--- config.mk ---
export PLATFORM = sky130hd
export DESIGN_NAME = vdp18_clk_en_nco
export DESIGN_NICKNAME = d
export VERILOG_FILES = /design/src/rtl/vdp18_pkg.sv /design/src/rtl/vdp18_clk_en_nco.sv
export SDC_FILE = /design/constraint.sdc
export NUM_CORES = 1
export LEC_CHECK = 0
export CORE_MARGIN = 5
export CORE_UTILIZATION = 45
export DETAILED_ROUTE_END_ITERATION = 16
export PLACE_DENSITY = 0.66
export RECOVER_POWER = 25
export REMOVE_ABC_BUFFERS = 1
export SYNTH_ARGS = -nofsm -noshare
export SYNTH_HDL_FRONTEND = slang
export SYNTH_SLANG_ARGS = --single-unit
--- constraint.sdc ---
create_clock -name clk_i -period 3.4 [get_ports clk_i]
set_clock_uncertainty 0.1 [all_clocks]
set_input_delay 0.51 -clock clk_i [delete_from_list [all_inputs] [get_ports clk_i]]
set_output_delay 0.51 -clock clk_i [all_outputs]
set_load 0.05 [all_outputs]
--- src/rtl/vdp18_pkg.sv ---
`default_nettype none
// ============================================================================
//  Package : vdp18_pkg
//  Brief   : Shared constants and types for the VDP clock generation chain.
//  Rev     : 1.0  initial release
// ============================================================================
package vdp18_pkg;

  // Number of phases in the downstream divide-by-12 clock divider.
  localparam int VDP_PHASES = 12;

  // Default accumulator / increment width of the master-enable NCO.
  localparam int VDP_NCO_ACC_W = 32;

  // Phase index 0..VDP_PHASES-1.
  typedef logic [3:0] vdp_phase_t;

  // Advance a phase index, wrapping after the last divider phase.
  function automatic vdp_phase_t vdp_phase_next(input vdp_phase_t p);
    if (p == vdp_phase_t'(VDP_PHASES - 1)) begin
      return '0;
    end
    return p + 4'd1;
  endfunction

endpackage : vdp18_pkg
`default_nettype wire

--- src/rtl/vdp18_clk_en_nco.sv ---
`default_nettype none
// ============================================================================
//  Module  : vdp18_clk_en_nco
//  Brief   : Fractional phase-accumulator NCO generating the 10.7 MHz master
//            clock enable, with a ready/valid increment load that takes
//            effect on an enable boundary, a 12-phase enable counter and a
//            synchronous realign input.
//  Rev     : 1.0  initial release
// ============================================================================
module vdp18_clk_en_nco
  import vdp18_pkg::*;
#(
  parameter int               ACC_W     = VDP_NCO_ACC_W,
  parameter logic [ACC_W-1:0] INC_RESET = 32'd922_440_000
) (
  input  logic             clk_i,
  input  logic             reset_i,
  input  logic             run_i,
  input  logic             sync_i,
  input  logic [ACC_W-1:0] inc_i,
  input  logic             inc_valid_i,
  output logic             inc_ready_o,
  output logic             inc_err_o,
  output logic             clk_en_10m7_o,
  output logic [3:0]       phase_o
);

  logic [ACC_W-1:0] acc;
  logic [ACC_W-1:0] inc_q;
  logic [ACC_W-1:0] pend_q;
  logic             pend_v;
  logic             en_q;
  logic             err_q;
  vdp_phase_t       phase_q;

  logic [ACC_W:0]   sum;
  logic             carry;
  logic             accept;
  logic             apply;

  // One extra bit on the sum holds the wrap-around carry.
  assign sum    = {1'b0, acc} + {1'b0, inc_q};

  // A carry only counts when an add actually happens: sync suppresses it.
  assign carry  = run_i & ~sync_i & sum[ACC_W];

  // The load slot is free exactly when nothing is pending.
  assign inc_ready_o = ~pend_v;
  assign accept      = inc_valid_i & inc_ready_o;

  // Swap in a pending rate on an enable boundary, or at any time while
  // frozen (with a zero rate, a frozen NCO is the only way to change it).
  assign apply  = pend_v & (carry | ~run_i);

  assign clk_en_10m7_o = en_q;
  assign inc_err_o     = err_q;
  assign phase_o       = phase_q;

  // Accumulator and registered enable: add every cycle while running.
  always_ff @(posedge clk_i or posedge reset_i) begin
    if (reset_i) begin
      acc  <= '0;
      en_q <= 1'b0;
    end else if (sync_i) begin
      acc  <= '0;
      en_q <= 1'b0;
    end else if (run_i) begin
      acc  <= sum[ACC_W-1:0];
      en_q <= sum[ACC_W];
    end else begin
      en_q <= 1'b0;
    end
  end

  // Increment register and load handshake; MSB-set loads are rejected
  // because they would allow back-to-back enables.
  always_ff @(posedge clk_i or posedge reset_i) begin
    if (reset_i) begin
      inc_q  <= INC_RESET;
      pend_q <= '0;
      pend_v <= 1'b0;
      err_q  <= 1'b0;
    end else begin
      err_q <= 1'b0;
      if (apply) begin
        inc_q  <= pend_q;
        pend_v <= 1'b0;
      end else if (accept) begin
        if (inc_i[ACC_W-1]) begin
          err_q <= 1'b1;
        end else begin
          pend_q <= inc_i;
          pend_v <= 1'b1;
        end
      end
    end
  end

  // Phase counter: counts emitted enables modulo 12, cleared by sync.
  always_ff @(posedge clk_i or posedge reset_i) begin
    if (reset_i) begin
      phase_q <= '0;
    end else if (sync_i) begin
      phase_q <= '0;
    end else if (en_q) begin
      phase_q <= vdp_phase_next(phase_q);
    end
  end

endmodule : vdp18_clk_en_nco
`default_nettype wire
==> summary.txt, run 1 <==
POWER
------------------------------------------------------------------------------------
Power per Cell Area                                                       852 nW/µm²
VDD IR-drop max                                                             0.315 mV
Clock power share                                                              17.9%
Relative contribution of sequential cells to total power                       32.6%
Static leakage                                                            0.00304 µW
Cell Int Power                                                               3580 µW
Sw power                                                                     2240 µW
Combinational fraction of design power                                         49.5%
Switching part of the total power                                              38.5%

SYNTHESIS
------------------------------------------------------------------------------------
Cell types with the largest area share after synthesis                  sky130_fd_sc_hd__dfrtp_1 (36%), sky130_fd_sc_hd__mux2_4 (7.6%), sky130_fd_sc_hd__ha_1 (6.8%)
Yosys synthesis warning count                                                      0
Fraction of registers with async set or reset after synthesis                   100%
Mapped Area                                                                 5930 µm²
Avg Inst Size Synth                                                         10.7 µm²
Register area share after synthesis                                            42.9%
Number of flops mapped to enable cells by yosys                                    0
Post-Syn Instances                                                               555
Most frequent cells after synthesis                                     sky130_fd_sc_hd__dfrtp_1 (86), sky130_fd_sc_hd__nor2_1 (43), sky130_fd_sc_hd__nand2_1 (40)
Top-area cell type share of the netlist area                                   36.3%
Commonest register cell after synthesis                                 sky130_fd_sc_hd__dfrtp_1
Cell with the most instances after synthesis                            sky130_fd_sc_hd__dfrtp_1
Unique masters post-synth                                                         61
Synthesized flop and latch total                                                 101
Biggest area consumer among synthesized cells                           sky130_fd_sc_hd__dfrtp_1

WORST SETUP PATH
------------------------------------------------------------------------------------
Reg2reg end                                                                 inc_q[5]
R2R setup slack                                                              0.30 ns
Worst reg2reg path depth                                                          11
Chain of cells forming the critical path                                ha_1 > inv_1 > fa_1 > nor2b_4 > o2111ai_1 > nand3_2 > a2111oi_4 > o21ai_2 > o211ai_4 > buf_12 > mux2_2
Critical path buffers and inverters                                                2
Highest net fanout along the worst path                                           15
Worst Setup Path Type                                                        reg2reg
Maximum single-stage delay on the critical path                              0.47 ns
Endpoint kind of the worst setup timing path                                register
Highest-delay cell along the critical path                              sky130_fd_sc_hd__a2111oi_4
Worst path required time                                                     3.54 ns
Arrival @ worst endpoint                                                     3.23 ns
Startpoint Class                                                            register
Beginning of the worst register-to-register path                              acc[0]
Critical path's top delay family                                        compound AO/OA/AOI/OAI gates

FINISH
------------------------------------------------------------------------------------
Post-layout nets                                                                 662
Share of post-route cells with drive strength above 1                          20.8%
Utilization after layout                                                       52.2%
Finished Layout Cells                                                            773
Cell area after layout                                                      6840 µm²
Area added between synthesis and finish                                        15.3%
Ant diodes                                                                         0

OUTCOME
------------------------------------------------------------------------------------
Result of the run                                                       finished clean

PLACEMENT
------------------------------------------------------------------------------------
Dpl cells                                                                        757
Detailed placement HPWL                                                      9390 µm
Number of port buffers                                                            43
Cell area after placement                                                   6550 µm²
Weighted congestion at the end of routability-driven global placement          0.931

STA
------------------------------------------------------------------------------------
Number of pins with negative max-slew slack in the final report                    0
Min Clock Period, post-route                                                 3.10 ns
Worst slew slack as a fraction of its limit                                    22.1%
Fmax                                                                       0.323 GHz
Slew at the pin closest to its max-slew limit                                1.17 ns
RSZ-0062 raised after global routing                                              no
Final TNS setup                                                                 0 ns
Final Hold Vio Count                                                               0
Number of setup violations in the final report                                     0
Tcrit/Tclk final                                                               91.0%

CTS
------------------------------------------------------------------------------------
Clock Path Buffers                                                                 2
Hold-fix buffers, CTS                                                              0
Clock transition at the registers of the reported paths                      0.07 ns
Number of buffers created by CTS                                                   9
Source-to-sink clock delay at the later pin of the worst-skew pair           0.35 ns
Post-CTS Setup Bufs                                                                0
Root Buffer                                                             sky130_fd_sc_hd__clkbuf_16
H-Tree Depth                                                                       3
TritonCTS clock tree                                                            done
PostCTS Resize Cnt                                                                 0
Number of sinks driven by the clock tree                                         101

DIE
------------------------------------------------------------------------------------
Top-Level Pins                                                                    44
Die Width                                                                     125 µm
Floorplan die area                                                         15600 µm²
Effective utilization at floorplan                                             45.3%
Standard-cell rows                                                                42
Die boundary height                                                           125 µm
Core area                                                                  13100 µm²

GLOBAL ROUTE
------------------------------------------------------------------------------------
Overall overflow remaining after global route                                      0
Antenna violations before repair                                                   0
Maximum number of pins on one net before global-route repair                      50
Vias in the first global route                                                  4326
Global-route total usage across every layer                                    16.3%
Global-route wire length before repair                                      21100 µm

ROUTING
------------------------------------------------------------------------------------
Average via count per standard cell                                             5.52
Residual DRC                                                                       0
Total wirelength of the detailed-routed design                              12500 µm
Remaining antenna violation count                                                  0
Via count                                                                       4265
Average wire per standard cell                                               16.2 µm
Length of the first detailed-routing pass in iterations                            4
Number of DRC violations after detailed-routing iteration 0                      358

HOLD PATH
------------------------------------------------------------------------------------
WHS Path Cells                                                                     2
Min-delay src                                                                acc[29]
Type of the tightest min-delay check                                         reg2reg
WHS Endpoint                                                                 acc[29]

JOB
------------------------------------------------------------------------------------
Max-cap violations                                                                 0

worst max-delay path by stage:
stage | startpoint | end | slack, ns | depth (start not counted)
floorplan | inc_i[31] | pend_q[0] | -0.13 | 2
global placement | acc[0] | inc_q[5] | 0.45 | 11
detailed placement | acc[0] | inc_q[5] | 0.35 | 11
CTS | acc[0] | inc_q[5] | 0.32 | 11
global route | acc[0] | inc_q[5] | 0.16 | 11
finish | acc[0] | inc_q[5] | 0.30 | 11
power groups by stage:
| stage | Sequential [µW] | Combinational, µW | Clock [µW] |
|---|---|---|---|
| final | 1900 | 2890 | 1040 |
| after global routing | 1940 | 3190 | 1120 |
| after CTS | 1900 | 2870 | 1070 |
| after detailed placement | 1910 | 2850 | 0 |
| after global placement | 1900 | 2800 | 0 |
| after floorplan | 1830 | 2300 | 0 |
stage by stage:
step,hold slack [ns],total power [µW],setup WS (ns)
after global routing,0.413,6260,0.156
final,0.394,5820,0.305
after floorplan,0.355,4130,-0.132
after detailed placement,0.382,4760,0.346
after CTS,0.346,5840,0.317
after global placement,0.371,4700,0.446
logic make-up after synthesis:
kind of cell,synth area share [%]
flip-flops,42.9
AND/OR/NAND/NOR,11.8
XOR/XNOR,2.95
AO/OA/AOI/OAI,15.9
adder cells (fa/ha/maj),7.09
multiplexers,15.7
buffers and inverters,3.59
registers in the layout (all words and copies together) (netlist names):
register and flops:
inc_q 31, phase_o 4, acc 32, pend_q 31, inc_err_o 1, pend_v 1
clk_en_10m7_o 1
area by class of cell:
cell class	instances	area [µm²]
Timing Repair Buffer	53	528
Clock buffer	13	260
Tap cell	176	220
Inverter	16	61.3
Sequential cell	101	2550
Fill cell	1147	6250
Multi-Input combinational cell	411	3180
Clock inverter	3	43.8
metal layers:
layer | vias to the layer above | track usage (%) | wire length (µm)
met5 | - | 0 | 0
met4 | 0 | 4.32 | 157
met3 | 15 | 3.69 | 514
met2 | 74 | 26.5 | 6010
met1 | 2086 | 22.0 | 5820
li1 | 2090 | - | -
tightest hold or removal path: cells and delay by family (launching register included):
family | cells | cell delay (ns)
flops | 1 | 0.35
compound gates | 1 | 0.06
simple gates | 1 | 0.05
cell usage in the layout, fill, tap and decap left out, types with 7 or more instances in the layout:
cell type                         Yosys  layout
sky130_fd_sc_hd__xor2_1               8       8
sky130_fd_sc_hd__mux2i_1             11      11
sky130_fd_sc_hd__mux2_2              33      33
sky130_fd_sc_hd__nand3_1             10      10
sky130_fd_sc_hd__nand2_1             40      40
sky130_fd_sc_hd__a21o_1              13      13
sky130_fd_sc_hd__ha_1                32      32
sky130_fd_sc_hd__dfstp_2             15      15
sky130_fd_sc_hd__nor2_1              43      43
sky130_fd_sc_hd__clkdlybuf4s50_1      0      41
sky130_fd_sc_hd__buf_4                0       7
sky130_fd_sc_hd__a211oi_1             9       9
sky130_fd_sc_hd__nor3_1               8       8
sky130_fd_sc_hd__a31oi_1              8       8
sky130_fd_sc_hd__inv_1               15      14
sky130_fd_sc_hd__dfrtp_1             86      86
sky130_fd_sc_hd__o21a_1               7       7
sky130_fd_sc_hd__o21ai_0             33      33
sky130_fd_sc_hd__a21oi_1             34      34
sky130_fd_sc_hd__clkbuf_16            0       9
sky130_fd_sc_hd__mux2_4              30      30
sky130_fd_sc_hd__xnor2_1             12      12
Power figures use the tool's default switching activity.
==> inputs of run 2 (changes only) <==
Settings changed: TNS_END_PERCENT from default to 50.
==> results of run 2 <==
No change in the layout: final DEF, timing and power equal those of run 1.
==> inputs of run 3 (changes only) <==
Settings changed: CORE_MARGIN 5 to default, CORE_UTILIZATION 45 to 50, PLACE_DENSITY 0.66 to 0.72.
==> summary.txt, run 3 (synthesized netlist as in run 1, its figures left out) <==
ROUTING
------------------------------------------------------------------------------------
Remaining antenna violation count                                                  0
Average via count per standard cell                                             5.83
Number of DRC violations after detailed-routing iteration 0                      167
Residual DRC                                                                       0
Total length of routed met2 wires                                            5890 µm
Average wire per standard cell                                               16.7 µm
Detail Route met3 WL                                                          420 µm
Via count                                                                       4329
Length of the first detailed-routing pass in iterations                            4
Total wirelength of the detailed-routed design                              12400 µm
Met1 Routed Length                                                           5740 µm
Top metal layer carrying routed signals                                         met4

STA
------------------------------------------------------------------------------------
Final Hold Vio Count                                                               0
RSZ-0062 raised after global routing                                              no
Worst slew slack as a fraction of its limit                                   -41.1%
Number of setup violations in the final report                                     0
Final TNS setup                                                                 0 ns
Final critical-path setup slack                                             0.240 ns
Fmax                                                                       0.316 GHz
Tcrit/Tclk final                                                               92.9%
Min Clock Period, post-route                                                 3.16 ns
Slew at the pin closest to its max-slew limit                                2.10 ns
Number of pins with negative max-slew slack in the final report                   49
WHS                                                                         0.390 ns

WORST SETUP PATH
------------------------------------------------------------------------------------
Maximum single-stage delay on the critical path                              0.44 ns
Highest net fanout along the worst path                                           18
Highest-delay cell along the critical path                              sky130_fd_sc_hd__a2111oi_4
End point of the critical path                                              inc_q[5]
Endpoint kind of the worst setup timing path                                register
Worst setup path startpoint                                                   acc[0]
Chain of cells forming the critical path                                ha_1 > inv_1 > fa_1 > nor2b_4 > o2111ai_1 > nand3_2 > a2111oi_4 > o21ai_2 > o211ai_4 > buf_4 > mux2_2
Arrival @ worst endpoint                                                     3.30 ns
Worst path required time                                                     3.54 ns
Critical path's top delay family                                        compound AO/OA/AOI/OAI gates
Startpoint Class                                                            register
Worst reg2reg path depth                                                          11
Reg2reg end                                                                 inc_q[5]
R2R setup slack                                                              0.24 ns
Instance count on the critical path                                               11
Beginning of the worst register-to-register path                              acc[0]
Worst Setup Path Type                                                        reg2reg
Critical path buffers and inverters                                                2

GLOBAL ROUTE
------------------------------------------------------------------------------------
Overall overflow remaining after global route                                      0
Maximum number of pins on one net before global-route repair                      55
Global-route wire length before repair                                      21400 µm
Antenna violations before repair                                                   0
Global-route total usage across every layer                                    21.6%
Vias in the first global route                                                  4344

POWER
------------------------------------------------------------------------------------
Sw power                                                                     2250 µW
Cell Int Power                                                               3480 µW
Clock power share                                                              16.0%
Switching part of the total power                                              39.3%
Combinational fraction of design power                                         51.0%
Static leakage                                                            0.00302 µW
Power per Cell Area                                                       850 nW/µm²
VDD IR-drop max                                                             0.546 mV
Relative contribution of sequential cells to total power                       33.1%

HOLD PATH
------------------------------------------------------------------------------------
Type of the tightest min-delay check                                         reg2reg

CTS
------------------------------------------------------------------------------------
Clock transition at the registers of the reported paths                      0.07 ns
PostCTS Resize Cnt                                                                 0
Clock Path Buffers                                                                 2
Number of sinks driven by the clock tree                                         101
Root Buffer                                                             sky130_fd_sc_hd__clkbuf_16
Hold-fix buffers, CTS                                                              0
TritonCTS clock tree                                                            done
H-Tree Depth                                                                       3
Number of buffers created by CTS                                                   9
Source-to-sink clock delay at the later pin of the worst-skew pair           0.35 ns
Post-CTS Setup Bufs                                                                0

DIE
------------------------------------------------------------------------------------
Die boundary height                                                           111 µm
Core area                                                                  11500 µm²
Standard-cell rows                                                                39
Top-Level Pins                                                                    44
Effective utilization at floorplan                                             51.7%
Floorplan die area                                                         12300 µm²
Die Width                                                                     111 µm

FINISH
------------------------------------------------------------------------------------
Area added between synthesis and finish                                        13.8%
Share of post-route cells with drive strength above 1                          20.7%
Most frequent cells in the layout                                       sky130_fd_sc_hd__dfrtp_1 (86), sky130_fd_sc_hd__nor2_1 (43), sky130_fd_sc_hd__clkdlybuf4s50_1 (41)
Top flop regs                                                           acc: 32 flops, inc_q: 31 flops, pend_q: 31 flops
Commonest non-fill, non-tap cell in the layout                          sky130_fd_sc_hd__dfrtp_1
Number of flip-flops in the largest register                                      32
Biggest register                                                                 acc
Ant diodes                                                                         0
Post-layout nets                                                                 665
Finished Layout Cells                                                            743

JOB
------------------------------------------------------------------------------------
Max-cap violations                                                                 1

PLACEMENT
------------------------------------------------------------------------------------
Detailed placement HPWL                                                      9120 µm
Number of port buffers                                                            43
Dpl cells                                                                        727
Weighted congestion at the end of routability-driven global placement          0.949
Pre-CTS WS                                                                  0.255 ns

OUTCOME
------------------------------------------------------------------------------------
Failing checks                                                          capacitance limit, slew limit
Result of the run                                                       finished with violations

[run 3: cell count changes in the layout (fill, tap and decap cells not counted), moves of 2 or more]
cell and delta:
sky130_fd_sc_hd__clkbuf_1 +3, sky130_fd_sc_hd__clkbuf_8 -2, sky130_fd_sc_hd__buf_4 +5, sky130_fd_sc_hd__buf_12 -2
[run 3: tightest hold or removal path, delay by kind of cell (launching register included)]
family,cells,cell delay (ns)
flip-flops,1,0.35
AO/OA/AOI/OAI,1,0.06
AND/OR/NAND/NOR,1,0.05
[run 3: worst min path at each step]
stage | cells past startpoint | from | slack, ns | endpoint
after CTS | 2 | acc[29] | 0.39 | acc[29]
after detailed placement | 2 | acc[29] | 0.38 | acc[29]
after floorplan | 2 | acc[27] | 0.36 | acc[27]
after global placement | 2 | acc[30] | 0.37 | acc[30]
after global routing | 1 | pend_q[7] | 0.41 | inc_q[7]
final | 2 | acc[22] | 0.39 | acc[22]
[run 3: through the flow]
stage / total power [µW] / utilization, % / instance area (µm²)
6_report: 5740 / 58.8 / 6750
5_1_grt: 6170 / 58.8 / 6750
3_3_place_gp: 4720 / 56.7 / 6500
3_5_place_dp: 4800 / 56.7 / 6500
2_1_floorplan: 4130 / - / 5780
4_1_cts: 5760 / 59.0 / 6760
[run 3: area by class of cell]
| cell class | instances | area, µm² |
|---|---|---|
| clock inverter | 2 | 12.5 |
| clock buffer | 14 | 244 |
| sequential | 101 | 2550 |
| fill | 965 | 4720 |
| multi-input combinational | 411 | 3180 |
| tap | 143 | 179 |
| timing repair buffer | 56 | 528 |
| inverter | 16 | 61.3 |
[run 3: power groups by stage]
stage / clock, µW / combinational (µW) / sequential [µW]
floorplan: 0 / 2300 / 1830
global placement: 0 / 2830 / 1900
detailed placement: 0 / 2890 / 1910
CTS: 943 / 2910 / 1900
global route: 982 / 3250 / 1940
finish: 916 / 2920 / 1900
[run 3: layer usage]
layer	GRT usage (%)	up-vias
li1	-	2095
met1	28.5	2119
met2	34.5	90
met3	3.72	25
met4	9.96	0
met5	0	-
